**config.mk**
```make
export PLATFORM = sky130hd
export DESIGN_NAME = control_unit_flat
export DESIGN_NICKNAME = d
export VERILOG_FILES = /design/src/rtl/cpu_pkg.sv /design/src/rtl/control_unit_if.sv /design/src/rtl/control_decode.sv /design/src/rtl/control_unit.sv /design/src/flat_wrapper.sv
export SDC_FILE = /design/constraint.sdc
export NUM_CORES = 1
export LEC_CHECK = 0
export CORE_ASPECT_RATIO = 1.2
export CORE_MARGIN = 10
export CORE_UTILIZATION = 36
export DETAILED_ROUTE_END_ITERATION = 8
export GPL_TIMING_DRIVEN = 0
export PLACE_DENSITY_LB_ADDON = 0.12
export SKIP_LAST_GASP = 1
export SLEW_MARGIN = 10
export SYNTH_ARGS = -nofsm -noshare
export SYNTH_HDL_FRONTEND = slang
export SYNTH_SLANG_ARGS = --single-unit
```
**constraint.sdc**
```tcl
create_clock -name Clock -period 2.2 [get_ports Clock]
set_input_delay 0.44 -clock Clock [delete_from_list [all_inputs] [get_ports Clock]]
set_output_delay 0.44 -clock Clock [all_outputs]
set_load 0.01 [all_outputs]
```
**src/rtl/cpu_pkg.sv**
```systemverilog
`default_nettype none
// ============================================================================
//  cpu_pkg
//  Opcodes, ALU codes, sequencer state encoding and instruction classes.
//  Revision: 1.0
// ============================================================================
package cpu_pkg;

    localparam logic [4:0] OP_JAL  = 5'b10100;
    localparam logic [4:0] OP_JR   = 5'b10011;
    localparam logic [4:0] OP_ADDI = 5'b01100;
    localparam logic [4:0] OP_NOP  = 5'b11010;
    localparam logic [4:0] OP_HALT = 5'b11011;

    localparam logic [4:0] ALU_ADD = 5'b00000;

    localparam logic [3:0] ST_RST  = 4'd0;
    localparam logic [3:0] ST_T0   = 4'd1;
    localparam logic [3:0] ST_T1   = 4'd2;
    localparam logic [3:0] ST_T2   = 4'd3;
    localparam logic [3:0] ST_T3   = 4'd4;
    localparam logic [3:0] ST_T4   = 4'd5;
    localparam logic [3:0] ST_T5   = 4'd6;
    localparam logic [3:0] ST_T6   = 4'd7;
    localparam logic [3:0] ST_HALT = 4'd8;

    typedef enum logic [2:0] {
        CLS_NOP  = 3'd0,
        CLS_JAL  = 3'd1,
        CLS_JR   = 3'd2,
        CLS_ADDI = 3'd3,
        CLS_HALT = 3'd4
    } instr_cls_t;

endpackage
`default_nettype wire

```
**src/rtl/control_unit_if.sv**
```systemverilog
`default_nettype none
// ============================================================================
//  control_unit_if
//  Control strobes and IR/handshake between the sequencer and the Datapath.
//  Revision: 1.0
// ============================================================================
interface control_unit_if #(
    parameter int CTLW = 5
);
    logic [31:0]     IR;
    logic            Stop;
    logic            Run;
    logic [CTLW-1:0] CONTROL;
    logic IncPC, Read, PC_Out, MDR_Out, ZLO_Out, C_Out, PC_In, MDR_In;
    logic MAR_In, IR_In, Y_In, ZLO_In, G_RA, G_RB, R_Out, R_In;

    modport master (
        input  IR, Stop,
        output Run, CONTROL,
        output IncPC, Read, PC_Out, MDR_Out, ZLO_Out, C_Out, PC_In, MDR_In,
        output MAR_In, IR_In, Y_In, ZLO_In, G_RA, G_RB, R_Out, R_In
    );

    modport slave (
        output IR, Stop,
        input  Run, CONTROL,
        input  IncPC, Read, PC_Out, MDR_Out, ZLO_Out, C_Out, PC_In, MDR_In,
        input  MAR_In, IR_In, Y_In, ZLO_In, G_RA, G_RB, R_Out, R_In
    );
endinterface
`default_nettype wire

```
**src/rtl/control_decode.sv**
```systemverilog
`default_nettype none
// ============================================================================
//  control_decode
//  Maps the latched opcode to an instruction class; unknown opcodes act as nop.
//  Revision: 1.0
// ============================================================================
module control_decode
    import cpu_pkg::*;
#(
    parameter int OPW = 5
) (
    input  logic [OPW-1:0] op_i,
    output instr_cls_t     cls_o
);

    always_comb begin
        cls_o = CLS_NOP;
        case (op_i)
            OPW'(OP_JAL):  cls_o = CLS_JAL;
            OPW'(OP_JR):   cls_o = CLS_JR;
            OPW'(OP_ADDI): cls_o = CLS_ADDI;
            OPW'(OP_HALT): cls_o = CLS_HALT;
            default:       cls_o = CLS_NOP;
        endcase
    end

endmodule
`default_nettype wire

```
**src/rtl/control_unit.sv**
```systemverilog
`default_nettype none
// ============================================================================
//  control_unit
//  Hardwired Moore T-state sequencer: fetch/decode, then per-opcode execute.
//  Revision: 1.0
// ============================================================================
module control_unit
    import cpu_pkg::*;
#(
    parameter int OPW  = 5,
    parameter int CTLW = 5
) (
    input  logic           Clock,
    input  logic           Clear,
    control_unit_if.master bus
);

    logic [3:0]     state_q, state_d;
    logic [OPW-1:0] op_q, op_d;
    instr_cls_t     w_cls;
    logic [3:0]     w_boundary;

    control_decode #(.OPW(OPW)) u_decode (
        .op_i  (op_q),
        .cls_o (w_cls)
    );

    // Stop is only honoured where T0 would otherwise be entered.
    assign w_boundary = bus.Stop ? ST_HALT : ST_T0;

    always_comb begin
        state_d = state_q;
        case (state_q)
            ST_RST:  state_d = w_boundary;
            ST_T0:   state_d = ST_T1;
            ST_T1:   state_d = ST_T2;
            ST_T2:   state_d = ST_T3;
            ST_T3: begin
                case (w_cls)
                    CLS_JAL, CLS_ADDI: state_d = ST_T4;
                    CLS_HALT:          state_d = ST_HALT;
                    default:           state_d = w_boundary;
                endcase
            end
            ST_T4:   state_d = ST_T5;
            ST_T5:   state_d = (w_cls == CLS_JAL) ? ST_T6 : w_boundary;
            ST_T6:   state_d = w_boundary;
            ST_HALT: state_d = ST_HALT;
            default: state_d = ST_RST;
        endcase
    end

    assign op_d = (state_q == ST_T2) ? bus.IR[31 -: OPW] : op_q;

    always_ff @(posedge Clock or negedge Clear) begin
        if (!Clear) begin
            state_q <= ST_RST;
            op_q    <= '0;
        end else begin
            state_q <= state_d;
            op_q    <= op_d;
        end
    end

    assign bus.Run     = (state_q != ST_HALT);
    assign bus.CONTROL = CTLW'(ALU_ADD);

    always_comb begin
        bus.IncPC   = 1'b0;
        bus.Read    = 1'b0;
        bus.PC_Out  = 1'b0;
        bus.MDR_Out = 1'b0;
        bus.ZLO_Out = 1'b0;
        bus.C_Out   = 1'b0;
        bus.PC_In   = 1'b0;
        bus.MDR_In  = 1'b0;
        bus.MAR_In  = 1'b0;
        bus.IR_In   = 1'b0;
        bus.Y_In    = 1'b0;
        bus.ZLO_In  = 1'b0;
        bus.G_RA    = 1'b0;
        bus.G_RB    = 1'b0;
        bus.R_Out   = 1'b0;
        bus.R_In    = 1'b0;
        case (state_q)
            ST_T0: begin
                bus.PC_Out = 1'b1;
                bus.MAR_In = 1'b1;
                bus.IncPC  = 1'b1;
            end
            ST_T1: begin
                bus.Read   = 1'b1;
                bus.MDR_In = 1'b1;
            end
            ST_T2: begin
                bus.MDR_Out = 1'b1;
                bus.IR_In   = 1'b1;
            end
            ST_T3: begin
                case (w_cls)
                    CLS_JAL: begin
                        bus.PC_Out = 1'b1;
                        bus.Y_In   = 1'b1;
                    end
                    CLS_JR: begin
                        bus.G_RA  = 1'b1;
                        bus.R_Out = 1'b1;
                        bus.PC_In = 1'b1;
                    end
                    CLS_ADDI: begin
                        bus.G_RB  = 1'b1;
                        bus.R_Out = 1'b1;
                        bus.Y_In  = 1'b1;
                    end
                    default: ;
                endcase
            end
            ST_T4: begin
                bus.C_Out  = 1'b1;
                bus.ZLO_In = 1'b1;
            end
            ST_T5: begin
                bus.ZLO_Out = 1'b1;
                bus.R_In    = 1'b1;
                // jal writes the link register through RB, addi its result through RA
                bus.G_RB    = (w_cls == CLS_JAL);
                bus.G_RA    = (w_cls != CLS_JAL);
            end
            ST_T6: begin
                bus.G_RA  = 1'b1;
                bus.R_Out = 1'b1;
                bus.PC_In = 1'b1;
            end
            default: ;
        endcase
    end

endmodule
`default_nettype wire

```
**src/flat_wrapper.sv**
```systemverilog
// flat-port wrapper written by rule: the top's interface ports become plain ports
module control_unit_flat import cpu_pkg::*;
#(
    parameter int OPW  = 5,
    parameter int CTLW = 5
)
  (Clock, Clear, bus_IR, bus_Stop, bus_Run, bus_CONTROL, bus_IncPC, bus_Read, bus_PC_Out, bus_MDR_Out, bus_ZLO_Out, bus_C_Out, bus_PC_In, bus_MDR_In, bus_MAR_In, bus_IR_In, bus_Y_In, bus_ZLO_In, bus_G_RA, bus_G_RB, bus_R_Out, bus_R_In);
  control_unit_if #(.CTLW(CTLW)) bus_i ();
  input  logic Clock;
  input  logic Clear;
  input wire logic [$bits(bus_i.IR)-1:0] bus_IR;
  input wire logic [$bits(bus_i.Stop)-1:0] bus_Stop;
  output wire logic [$bits(bus_i.Run)-1:0] bus_Run;
  output wire logic [$bits(bus_i.CONTROL)-1:0] bus_CONTROL;
  output wire logic [$bits(bus_i.IncPC)-1:0] bus_IncPC;
  output wire logic [$bits(bus_i.Read)-1:0] bus_Read;
  output wire logic [$bits(bus_i.PC_Out)-1:0] bus_PC_Out;
  output wire logic [$bits(bus_i.MDR_Out)-1:0] bus_MDR_Out;
  output wire logic [$bits(bus_i.ZLO_Out)-1:0] bus_ZLO_Out;
  output wire logic [$bits(bus_i.C_Out)-1:0] bus_C_Out;
  output wire logic [$bits(bus_i.PC_In)-1:0] bus_PC_In;
  output wire logic [$bits(bus_i.MDR_In)-1:0] bus_MDR_In;
  output wire logic [$bits(bus_i.MAR_In)-1:0] bus_MAR_In;
  output wire logic [$bits(bus_i.IR_In)-1:0] bus_IR_In;
  output wire logic [$bits(bus_i.Y_In)-1:0] bus_Y_In;
  output wire logic [$bits(bus_i.ZLO_In)-1:0] bus_ZLO_In;
  output wire logic [$bits(bus_i.G_RA)-1:0] bus_G_RA;
  output wire logic [$bits(bus_i.G_RB)-1:0] bus_G_RB;
  output wire logic [$bits(bus_i.R_Out)-1:0] bus_R_Out;
  output wire logic [$bits(bus_i.R_In)-1:0] bus_R_In;
  assign bus_i.IR = bus_IR;
  assign bus_i.Stop = bus_Stop;
  assign bus_Run = bus_i.Run;
  assign bus_CONTROL = bus_i.CONTROL;
  assign bus_IncPC = bus_i.IncPC;
  assign bus_Read = bus_i.Read;
  assign bus_PC_Out = bus_i.PC_Out;
  assign bus_MDR_Out = bus_i.MDR_Out;
  assign bus_ZLO_Out = bus_i.ZLO_Out;
  assign bus_C_Out = bus_i.C_Out;
  assign bus_PC_In = bus_i.PC_In;
  assign bus_MDR_In = bus_i.MDR_In;
  assign bus_MAR_In = bus_i.MAR_In;
  assign bus_IR_In = bus_i.IR_In;
  assign bus_Y_In = bus_i.Y_In;
  assign bus_ZLO_In = bus_i.ZLO_In;
  assign bus_G_RA = bus_i.G_RA;
  assign bus_G_RB = bus_i.G_RB;
  assign bus_R_Out = bus_i.R_Out;
  assign bus_R_In = bus_i.R_In;
  control_unit #(.OPW(OPW), .CTLW(CTLW)) u_core (.Clock(Clock), .Clear(Clear), .bus(bus_i));
endmodule
```
==> reports/metrics.csv <==
stage;metric;value;unit
outcome;outcome;completed;
routing;number of routed nets with antenna violations;0;
die;Die H;70.1;µm
critical_path;endpoint class of the critical path;output port;
global_routing;antenna violations before repair;0;
timing;PnR worst setup slack;0.0412;ns
power;Peak supply drop;566;µV
timing;RSZ-0062 raised after global routing;true;
timing;final worst clock skew;0.00184;ns
global_routing;vias in the first global route;754;
die;I/O pins;57;
yosys;leading area contributor after synthesis;dfrtp_1;
clock_network;number of H-tree levels;1;
critical_path;Worst setup SP type;flop;
critical_path;Req. time, crit path;1.76;ns
routing;Detailed Routing Iterations Pass 1;4;
die;core area;2030;µm²
routing;via density per instance;5.16;
finish;FF/Latch Area;229;µm²
placement;Setup WS pre-CTS;-0.140;ns
routing;drt total wl;2.18;mm
clock_network;Clock transition at path regs;0.06;ns
finish;Fill cells;192;
timing;minimum hold slack;0.491;ns
die;die width;61.7;µm
placement;post-DP HPWL;1.62;mm
power;Power Dens Cells;1110;nW/µm²
placement;gpl congestion;0.847;
clock_network;Clock Path Buffers;2;
clock_network;CTS tree;yes;
yosys;Synth warnings;0;
finish;antenna cells;0;
critical_path;crit-path max FO;5;
yosys;async set or reset register ratio after synthesis;1.00;
routing;Iteration-0 DRC Markers;25;
yosys;Post-synth EDFFs;0;
timing;Final Cycle Share;0.981;
finish;Layout area overhead;54.6;%
placement;Inst Count DP;136;
timing;Highest Clock Rate;463;MHz
finish;non-filler cells, final;147;
critical_path;CP max stage delay;0.44;ns
hold_path;class of the worst hold path;in -> async;
placement;IO Port Bufs;24;
flow_run;max-cap violation count;0;
global_routing;largest net degree at the start of global routing;11;
routing;DRC violations left;0;
yosys;Avg Cell Area, Syn;8.55;µm²
clock_network;hold_buf cts;0;
timing;Fin. Hold Viols;0;
yosys;register area share after synthesis;0.300;
yosys;Cells after Synth;88;
yosys;post-synthesis cell type count;34;
clock_network;clock root buffer;clkbuf_4;
yosys;synth top area cells;dfrtp_1 (30%), buf_4 (10%), mux2_2 (7.5%), nand2b_1 (5.0%), a21oi_1 (4.0%);
routing;routed via count;759;
timing;Final Max Slew Viols;0;
timing;# setup viols final;0;
global_routing;first-pass GRT wire length;3.46;mm
critical_path;WP data arrival;1.72;ns
die;effective utilization at floorplan;0.371;
clock_network;CTS buffer count;3;
die;die area;4320;µm²
clock_network;CTS sink cnt;9;
global_routing;global-route usage over all layers;0.101;
yosys;Post-Syn Area;752;µm²
power;leakage;0.000568;µW
finish;area of the multi-input gates;475;µm²
routing;mean routed wirelength per cell;14.9;µm
die;row cnt;18;
finish;Final Net Count;163;
timing;total negative slack;0;ns
yosys;area share of the largest cell type after synthesis;0.300;
critical_path;critical path class;reg -> out;
timing;Min Clock Period, post-route;2.16;ns
clock_network;clock latency on the worst-skew pair;0.26;ns
yosys;flops & latches, synth;9;
finish;share of cells above drive strength 1;0.370;
yosys;Top FF cell, synth;dfrtp_1;
critical_path;crit-path cells;or3b_4, nor3b_4, o21ai_1, a21oi_1, clkbuf_2;
critical_path;slowest stage cell on the critical path;dfrtp_2;
global_routing;gr ovfl total;0;
-- worst paths after layout --
check | to | startpoint | slack, ns | depth (start not counted)
max | bus_G_RA | u_core.op_q[3] | 0.04 | 5
min | u_core.state_q[2] | Clear | 0.49 | 1
max reg2reg | u_core.state_q[0] | u_core.op_q[3] | 0.69 | 5
min reg2reg | u_core.op_q[3] | u_core.op_q[3] | 0.59 | 1
max in group asynchronous | u_core.state_q[0] | Clear | 1.37 | 1
min in group Clock | u_core.op_q[3] | u_core.op_q[3] | 0.59 | 1
-- stage by stage --
step / instance area (µm²) / util / total power (µW)
4_1_cts: 1100 / 0.543 / 1220
2_1_floorplan: 767 / - / 798
3_5_place_dp: 1030 / 0.509 / 1020
5_1_grt: 1160 / 0.573 / 1390
6_report: 1160 / 0.573 / 1300
3_3_place_gp: 1030 / 0.509 / 1000
-- layout by cell type, fill, tap and decap left out, types with 2 or more instances in the layout --
cell type / instances
a21oi_1: 6
dfrtp_2: 3
nor2_2: 2
dlymetal6s2s_1: 4
nor2_1: 4
nor3_1: 2
nor2b_1: 3
nor3_4: 2
nand3_1: 2
clkbuf_4: 3
mux2_2: 5
nand2_1: 7
clkbuf_2: 2
o21ai_0: 2
dfrtp_1: 6
inv_1: 2
nand2b_4: 2
buf_4: 19
buf_2: 2
conb_1: 5
nor4_1: 2
clkdlybuf4s50_1: 12
dlygate4sd2_1: 5
nand2b_1: 4
buf_6: 2
-- logic make-up (layout without fill, tap and decap cells) --
kind of cell	Yosys count	in the layout	share of synthesized area
AOI/OAI and AO/OA	19	19	0.171
xor gates and xnor gates	1	1	0.0116
buffers and inverters	17	52	0.150
DFF	9	9	0.300
muxes	5	5	0.0749
other	1	5	0.00499
and+or+nand+nor	36	36	0.288
-- worst max-delay path: cells and delay by family (launching register included) --
family,cells,cell delay [ns]
buffers and inverters,1,0.15
AOI/OAI and AO/OA,2,0.24
and+or+nand+nor,2,0.63
DFF,1,0.44
-- cells in the mapped netlist, types with 3 or more instances --
master	n
buf_4	10
a21oi_1	6
nand2_1	7
buf_2	3
nor2b_1	3
dfrtp_1	9
nand2b_1	6
mux2_2	5
nor2_1	6
nor3_1	4
-- routing by layer --
metal | vias to the layer above | track usage | wire length [µm]
li1 | 375 | - | -
met1 | 355 | 0.110 | 885
met2 | 27 | 0.167 | 1110
met3 | 2 | 0.0344 | 171
met4 | 0 | 0.0423 | 14
met5 | - | 0 | 0
-- repair_timing --
action                                  CTS  global route
endpoints found under the setup margin   16            12
gates resized for setup                  25            14
setup buffers                             3             5
pin swaps                                 5             4
-- final cells by class --
class | count | share of cell area
buffer | 14 | 0.0947
clock buffer | 4 | 0.0226
inverter | 2 | 0.00646
multi-input combinational | 66 | 0.409
sequential | 9 | 0.197
tap | 20 | 0.0215
timing repair buffer | 32 | 0.249
-- report_power, final --
group | internal (µW) | switching [µW]
Sequential | 248 | 104
Clock | 70.0 | 60.2
Combinational | 420 | 394
Total | 737 | 558
-- sequential cells by signal, summed over array words and instances (netlist names) --
signal          count
u_core.op_q         5
u_core.state_q      4
(Power assumes the default switching activity.)
